## config.mk

```make
export PLATFORM = sky130hd
export DESIGN_NAME = pool_flatten
export DESIGN_NICKNAME = d
export VERILOG_FILES = /design/src/rtl/cnn_pkg.sv /design/src/rtl/pool_flatten.sv
export SDC_FILE = /design/constraint.sdc
export NUM_CORES = 1
export LEC_CHECK = 0
export CAP_MARGIN = 20
export CORE_UTILIZATION = 58
export CTS_CLUSTER_SIZE = 16
export DETAILED_ROUTE_END_ITERATION = 12
export DONT_BUFFER_PORTS = 1
export PLACE_DENSITY_LB_ADDON = 0.3
export SETUP_SLACK_MARGIN = 0.4
export SLEW_MARGIN = 0
export SYNTH_ARGS = -nofsm -noshare
export SYNTH_HDL_FRONTEND = slang
export SYNTH_SLANG_ARGS = --single-unit
```

## constraint.sdc

```tcl
create_clock -name clk -period 5.6 [get_ports clk]
set_input_delay 0.56 -clock clk [delete_from_list [all_inputs] [get_ports clk]]
set_output_delay 0.56 -clock clk [all_outputs]
set_load 0.01 [all_outputs]
```

## src/rtl/cnn_pkg.sv

```systemverilog
// Shared CNN datapath types and helpers used by the pooling stages.
package cnn_pkg;

  localparam int DATA_W = 16;

  typedef logic signed [DATA_W-1:0] pixel_t;

  function automatic pixel_t max2(input pixel_t a, input pixel_t b);
    return (a > b) ? a : b;
  endfunction

endpackage

```

## src/rtl/pool_flatten.sv

```systemverilog
// Streaming 2x2 max-pool + flatten into the FC input vector.
// Define POOL_RELU_EN to clamp each accepted pixel at zero before pooling.
module pool_flatten
  import cnn_pkg::*;
#(
  parameter  int IMG_W  = 4,
  parameter  int IMG_H  = 4,
  parameter  int DATA_W = cnn_pkg::DATA_W,
  localparam int OUT_N  = (IMG_W / 2) * (IMG_H / 2)
) (
  input  logic                     clk,
  input  logic                     reset,
  input  logic signed [DATA_W-1:0] pix_in,
  input  logic                     pix_valid,
  input  logic                     pix_sof,
  output logic signed [DATA_W-1:0] vec_out [0:OUT_N-1],
  output logic                     vec_valid
);

  localparam int CW = (IMG_W > 1) ? $clog2(IMG_W) : 1;
  localparam int RW = (IMG_H > 1) ? $clog2(IMG_H) : 1;
  localparam int LN = IMG_W / 2;
  localparam int LW = (LN > 1) ? $clog2(LN) : 1;
  localparam int IW = (OUT_N > 1) ? $clog2(OUT_N) : 1;

  logic [CW-1:0] col;
  logic [RW-1:0] row;
  pixel_t        pair_hold;
  pixel_t        line_buf [0:LN-1];
  pixel_t        shadow   [0:OUT_N-1];

  logic [CW-1:0] cur_col;
  logic [RW-1:0] cur_row;
  logic          last_col;
  logic          last_row;
  logic [LW-1:0] lb_idx;
  logic [IW-1:0] sh_idx;
  pixel_t        px;
  pixel_t        elem;

  // sof overrides the counters so the accepted pixel is always treated as (0,0)
  always_comb begin
    cur_col  = pix_sof ? '0 : col;
    cur_row  = pix_sof ? '0 : row;
    last_col = (cur_col == CW'(IMG_W - 1));
    last_row = (cur_row == RW'(IMG_H - 1));
    lb_idx   = LW'(cur_col >> 1);
    sh_idx   = IW'(int'(cur_row >> 1) * LN + int'(cur_col >> 1));
`ifdef POOL_RELU_EN
    px       = pix_in[DATA_W-1] ? '0 : pix_in;
`else
    px       = pix_in;
`endif
    elem     = max2(max2(line_buf[lb_idx], pair_hold), px);
  end

  always_ff @(posedge clk or posedge reset) begin
    if (reset) begin
      col       <= '0;
      row       <= '0;
      pair_hold <= '0;
      line_buf  <= '{default: '0};
      shadow    <= '{default: '0};
      vec_out   <= '{default: '0};
      vec_valid <= 1'b0;
    end else begin
      vec_valid <= 1'b0;
      if (pix_valid) begin
        col <= last_col ? '0 : cur_col + 1'b1;
        if (last_col)
          row <= last_row ? '0 : cur_row + 1'b1;
        else
          row <= cur_row;

        if (!cur_col[0]) begin
          pair_hold <= px;
        end else if (!cur_row[0]) begin
          line_buf[lb_idx] <= max2(pair_hold, px);
        end else begin
          shadow[sh_idx] <= elem;
          // final element bypasses shadow so the published vector is complete
          if (last_row && last_col) begin
            for (int unsigned i = 0; i < OUT_N; i++)
              vec_out[i] <= (IW'(i) == sh_idx) ? elem : shadow[i];
            vec_valid <= 1'b1;
          end
        end
      end
    end
  end

endmodule

```

==> results of run 1 <==
-- flip-flops by register name, indices dropped and copies added, names as in the netlist --
name       cells
pair_hold     16
vec_valid      1
col            2
line_buf      32
shadow        64
vec_out       64
row            2
-- timing repair --
item	4_1_cts	5_1_grt
gates cloned	2	1
setup endpoints to repair	128	128
buffers inserted	8	1
gates resized for setup	13	50
pin swaps	3	4
-- layout by cell type (no fill, tap or decap), types with 3 or more instances in the layout --
master,n
a21oi_2,10
a21oi_4,4
a211oi_1,3
a21oi_1,48
nand4_1,8
mux2i_1,74
a31o_2,9
nor2b_1,5
dfrtp_1,181
o211ai_1,6
or2_1,4
mux2_2,66
inv_1,68
mux2i_2,4
nand2_1,112
inv_8,4
buf_4,57
o21ai_1,43
ha_1,50
a221oi_2,9
clkinvlp_4,4
clkbuf_16,18
o31ai_2,5
o21ai_2,22
o21ai_0,45
a221oi_1,7
and3_1,25
nor2_1,37
o211ai_2,28
a21o_1,10
o21a_1,5
buf_12,6
buf_6,3
-- through the flow --
stage / cell area (µm²) / setup slack, ns / total power, mW / std cells
detailed placement: 10650 / -0.02969 / 4.225 / 1214
finish: 11670 / 0.2616 / 5.809 / 1259
CTS: 11430 / 0.3544 / 5.576 / 1256
global placement: 10650 / 0.1685 / 4.155 / 1214
global route: 11670 / 0.06551 / 6.144 / 1259
floorplan: 10230 / 0.4061 / 3.318 / 998
-- path summary, 6_finish.rpt --
check	to	cells after the start	slack [ns]
max in group asynchronous	line_buf[30]	2	4.60
min in group asynchronous	vec_out[27]	2	0.26
hold reg to reg	col[0]	1	0.47
setup reg to reg	vec_out[16]	23	0.26
setup / recovery	vec_out[16]	23	0.26
hold / removal	vec_out[51]	2	0.25
-- layout make-up --
cell class,count,area (µm²)
multi-input cells,681,5293
inverters,70,266.5
fillers,1259,5565
clock buffers,17,425.4
clock inverters,15,195.2
flip-flops and latches,181,4529
well taps,225,281.5
repair buffers,70,680.7
-- where the power goes --
group | internal (mW) | switching, mW
combinational | 1.22 | 1.65
clock | 0.681 | 0.578
sequential | 1.53 | 0.154
total | 3.43 | 2.38
-- layer usage --
metal / part of all wire / up-vias / wire length [µm]
met5: 0 / - / 0
met4: 0.023 / 0 / 594
li1: - / 3591 / -
met3: 0.069 / 43 / 1780
met2: 0.46 / 278 / 11860
met1: 0.45 / 3851 / 11650
-- cell families (layout without fill, tap and decap cells) --
kind of cell             Yosys count  after routing  share of synthesized area
buffers and inverters            136            172                    0.05979
AO/OA/AOI/OAI                    268            268                     0.1833
AND/OR/NAND/NOR                  217            217                    0.09829
multiplexers                     146            146                     0.1518
flip-flops                       181            181                     0.4453
adder cells (fa/ha/maj)           50             50                    0.06151
==> impl_metrics.py, run 1 <==
metrics = {
    "sta": {
        "max_freq_mhz": 187.3,
        "slew_viol_final": 0,
        "slew_headroom": 0.3337,
        "final_hold_viol_count": 0,
        "setup_viol": 0,
        "worst_slew_pin_slew_ns": 0.9994,
        "hold_ws_ns": 0.2501,
        "finalCriticalPeriod_ns": 5.338,
        "finalCritPeriodShare": 0.9533,
        "finClkSkew_ns": 0.008466,
        "fin_setup_tns_ns": 0,
        "rsz0062_at_grt": "yes",
    },
    "global_route": {
        "gr-usage-met3": 0.06463,
        "grt_max_degree": 182,
        "grt_pass1_vias": 7548,
        "grt_pass1_wl_um": 41170,
        "grtUsageMet2": 0.4514,
        "grt_usage": 0.2968,
        "antenna_found_initial": 0,
        "busiest_layer": "met2",
        "grt_overflow": 0,
        "use_met1": 0.4169,
    },
    "logic_synthesis": {
        "syn_inst": 998,
        "synth-async-reset-ratio": 1.000,
        "yosysMostFrequentCell": "dfrtp_1",
        "syn_area_um2": 10170,
        "synth_common_cells": "181 x dfrtp_1, 112 x nand2_1, 80 x mux2i_1",
        "seq_area_frac_synth": 0.4453,
        "postSynthAreaPerCell_um2": 10.19,
        "synth_ff_type": "dfrtp_1",
        "synth_area_leaders": "dfrtp_1 45%, mux2i_1 7.9%, mux2_2 7.3%",
        "synth.distinct_cells": 53,
        "synth_top_cell_by_area": "dfrtp_1",
        "synth_top_area_share": 0.4453,
        "synth_edf_count": 0,
        "syn_nets": 1068,
        "yosysWarnings": 0,
        "ys_ff_latch": 181,
    },
    "critical_path": {
        "required_ns": 5.97,
        "cp-startpoint": "col[1]",
        "critPathArrivalTime_ns": 5.71,
        "cp_max_fo": 23,
        "worstReg2RegStart": "col[1]",
        "crit_path_end_kind": "flop",
        "crit_buf_inv": 7,
        "worst_setup_path_start_kind": "flop",
        "crit_slowest_cell": "or4b_4",
        "crit_type": "flop to flop",
        "cp_top_family": "simple AND/OR/NAND/NOR gates",
        "max_stage_delay_ns": 0.54,
        "cp_cell_sequence": "nor2b_4 > buf_4 > buf_16 > mux2i_4 > inv_1 > ha_1 > a211o_1 > a21oi_2 > nor2_1 > or4b_4 > clkbuf_16 > a21oi_4 > a21o_1 > inv_1 > ha_1 > nand4_1 > or3_1 > a221o_1 > a31o_1 > buf_12 > or3b_4 > bufbuf_16 > o21ai_2",
    },
    "routing": {
        "first_iter_violations": 696,
        "antenna_left": 0,
        "drc_errors": 0,
        "finalWirelength_um": 25880,
        "via_per_inst": 6.166,
        "vias": 7763,
        "first_pass_iters": 7,
        "wl_per_cell_um": 20.55,
    },
    "placement": {
        "portBuffers": 0,
        "place_congestion": 0.8404,
        "hpwlAfterDp_um": 17430,
    },
    "finish": {
        "drive_above_1_share": 0.2708,
        "nets": 1091,
        "diodes": 0,
        "syn2layout_area_growth_pct": 14.75,
        "fin_util": 0.6771,
    },
    "clock_network": {
        "tritoncts": "built",
        "cts_hold_buf": 0,
        "cts.sinks": 181,
        "clock_latency_ns": 0.44,
        "clock_path_buffers": 2,
        "cts_root_buf": "clkbuf_16",
        "numCtsBuffers": 17,
        "clk_pin_slew_ns": 0.07,
        "cts_max_level": 4,
    },
    "floorplan": {
        "die_w_um": 134.4,
        "core_area_um2": 17240,
        "io-pin-count": 85,
        "row_count": 48,
        "die-area_um2": 18070,
        "dieHeight_um": 134.4,
        "start_util": 0.5901,
    },
    "run_status": {
        "status": "finished, final reports clean",
    },
    "min_path": {
        "hold_path.startpoint": "pix_in[3]",
        "hold_class": "input pin to flop",
    },
    "pwr": {
        "pwr_density_cell_nw_per_um2": 497.7,
        "leakage_nw": 5.470,
        "ir_worst_vdd_v": 0.0003422,
    },
    "job": {
        "maxCapViolCount": 0,
    },
}
Note: power is estimated with default switching activity, not from simulation.
==> inputs of run 2 (changes only) <==
--- a/config.mk
+++ b/config.mk
@@ -10,7 +10,7 @@
 export CTS_CLUSTER_SIZE = 16
 export DETAILED_ROUTE_END_ITERATION = 12
 export DONT_BUFFER_PORTS = 1
-export PLACE_DENSITY_LB_ADDON = 0.3
+export PLACE_DENSITY = 0.76
 export SETUP_SLACK_MARGIN = 0.4
 export SLEW_MARGIN = 0
 export SYNTH_ARGS = -nofsm -noshare
==> impl_metrics.py, run 2 (synthesis results as in run 1) <==
metrics = {
    "finish": {
        "reg.largest.list": "shadow x64, vec_out x64, line_buf x32",
        "syn2layout_area_growth_pct": 21.09,
        "drive_above_1_share": 0.3136,
        "nets": 1106,
        "final_cell_mix": "181 x dfrtp_1, 108 x nand2_1, 67 x mux2i_1",
        "diodes": 0,
        "final_area_um2": 12320,
        "final_common_cell": "dfrtp_1",
    },
    "floorplan": {
        "dieHeight_um": 134.4,
        "start_util": 0.5901,
        "core_area_um2": 17240,
        "die-area_um2": 18070,
        "io-pin-count": 85,
        "row_count": 48,
        "die_w_um": 134.4,
    },
    "sta": {
        "finalCriticalPeriod_ns": 5.498,
        "max_freq_mhz": 181.9,
        "finalCritPeriodShare": 0.9818,
        "fin_setup_tns_ns": 0,
        "finClkSkew_ns": 0.009926,
        "rsz0062_at_grt": "yes",
        "final_hold_viol_count": 0,
        "setup_viol": 0,
        "slew_viol_final": 0,
        "slew_headroom": 0.3007,
        "worst_slew_pin_slew_ns": 1.049,
    },
    "placement": {
        "place_area_um2": 10660,
        "hpwlAfterDp_um": 17470,
        "portBuffers": 0,
        "place_congestion": 0.9010,
    },
    "critical_path": {
        "crit_slowest_cell": "or4b_4",
        "worstReg2RegStart": "col[1]",
        "max_stage_delay_ns": 0.55,
        "crit_type": "flop to flop",
        "rr_endpoint": "vec_out[25]",
        "required_ns": 5.92,
        "critPathArrivalTime_ns": 5.82,
        "crit_buf_inv": 8,
        "r2r_setup_slack_ns": 0.10,
        "cp_max_fo": 8,
        "crit_path_end_kind": "flop",
        "cp_top_family": "simple AND/OR/NAND/NOR gates",
        "worst_setup_path_start_kind": "flop",
        "r2r_cells": 25,
    },
    "routing": {
        "drc_errors": 0,
        "first_iter_violations": 717,
        "finalWirelength_um": 29160,
        "via_per_inst": 6.429,
        "vias": 8191,
        "antenna_left": 0,
        "wl_per_cell_um": 22.89,
        "first_pass_iters": 5,
    },
    "run_status": {
        "status": "finished, final reports clean",
    },
    "clock_network": {
        "cts_max_level": 4,
        "clock_latency_ns": 0.44,
        "cts.sinks": 181,
        "clock_path_buffers": 2,
        "numCtsBuffers": 17,
        "clk_pin_slew_ns": 0.08,
        "cts_root_buf": "clkbuf_16",
        "tritoncts": "built",
    },
    "job": {
        "maxCapViolCount": 0,
    },
    "global_route": {
        "grt_usage": 0.2921,
        "grt_overflow": 0,
        "grt_pass1_vias": 7519,
        "antenna_found_initial": 0,
        "grt_max_degree": 182,
        "grt_pass1_wl_um": 40550,
    },
    "pwr": {
        "leakage_nw": 5.679,
        "pwr_density_cell_nw_per_um2": 531.8,
        "ir_worst_vdd_v": 0.0004286,
    },
    "min_path": {
        "hold_class": "input pin to async pin",
    },
}
==> run 2: cell count changes in the layout (fill, tap and decap cells not counted), moves of 6 or more <==
cell	before	now
mux2_2	66	45
mux2i_1	74	67
mux2_4	0	21
o21ai_4	1	7
a31o_4	0	6
clkbuf_16	18	25
o21ai_0	45	39
==> run 2: area by class of cell <==
class                      instances  area, µm²
clock buffer                      19      452.9
clock inverter                    13      132.6
fill                            1110       4921
inverter                          70      266.5
multi-input combinational        681       5736
sequential                       181       4529
tap                              225      281.5
timing repair buffer              85      917.1
==> run 2: worst reg2reg max path: stages (launching register included) <==
cell and delay (ns):
dfrtp_1 0.36, nor2b_4 0.26, buf_4 0.15, buf_4 0.12, mux2i_4 0.23, inv_1 0.06
ha_1 0.30, nand4_1 0.17, nor2_1 0.08, a21oi_1 0.21, or4b_4 0.55, buf_6 0.15
clkbuf_16 0.16, a21oi_4 0.15, a21o_1 0.15, inv_1 0.07, ha_1 0.31, nand2_4 0.05
or3_4 0.36, a221o_1 0.28, a31o_4 0.28, buf_12 0.15, or3b_4 0.43, clkbuf_16 0.20
o211ai_2 0.06, o21ai_1 0.09
==> run 2: how the worst max path moves through the flow <==
stage	startpoint	end	depth (start not counted)	slack, ns
finish	col[1]	vec_out[25]	25	0.10
global route	col[1]	vec_out[30]	23	-0.02
CTS	col[1]	vec_out[30]	23	0.34
detailed placement	pix_sof	shadow[44]	22	-0.07
global placement	pix_sof	vec_out[31]	23	0.06
floorplan	pix_sof	vec_out[23]	26	0.41
==> run 2: layer usage <==
layer | wire (µm) | share of wire | global-route usage | up-vias
li1 | - | - | - | 3633
met1 | 11910 | 0.41 | 0.4010 | 4056
met2 | 14060 | 0.48 | 0.4643 | 420
met3 | 2369 | 0.081 | 0.06803 | 82
met4 | 816 | 0.028 | 0.07865 | 0
met5 | 0 | 0 | 0 | -
==> run 2: repair_timing <==
action / 4_1_cts / 5_1_grt
buffers inserted: 4 / 17
hold buffers: 0 / 0
resized for setup: 11 / 148
pin swaps: 1 / 49
gates cloned: 0 / 9
endpoints found under the setup margin: 128 / 128
==> run 2: power breakdown <==
| part | switching (mW) | internal, mW | leakage [nW] | total, mW |
|---|---|---|---|---|
| Combinational | 2.00 | 1.67 | 3.00 | 3.66 |
| Sequential | 0.179 | 1.53 | 2.39 | 1.71 |
| Clock | 0.565 | 0.614 | 0.285 | 1.18 |
| Total | 2.74 | 3.81 | 5.68 | 6.55 |
==> run 2: stage by stage <==
stage / instances / util / worst slack, ns / hold slack [ns] / total power, mW
6_report: 1274 / 0.7145 / 0.1019 / 0.1844 / 6.550
5_1_grt: 1274 / 0.7145 / -0.02041 / 0.2622 / 6.839
4_1_cts: 1248 / 0.6557 / 0.3355 / 0.2473 / 5.468
3_5_place_dp: 1212 / 0.6182 / -0.07054 / 0.4645 / 4.226
3_3_place_gp: 1212 / 0.6182 / 0.06115 / 0.4530 / 4.154
2_1_floorplan: 998 / - / 0.4061 / 0.4434 / 3.318
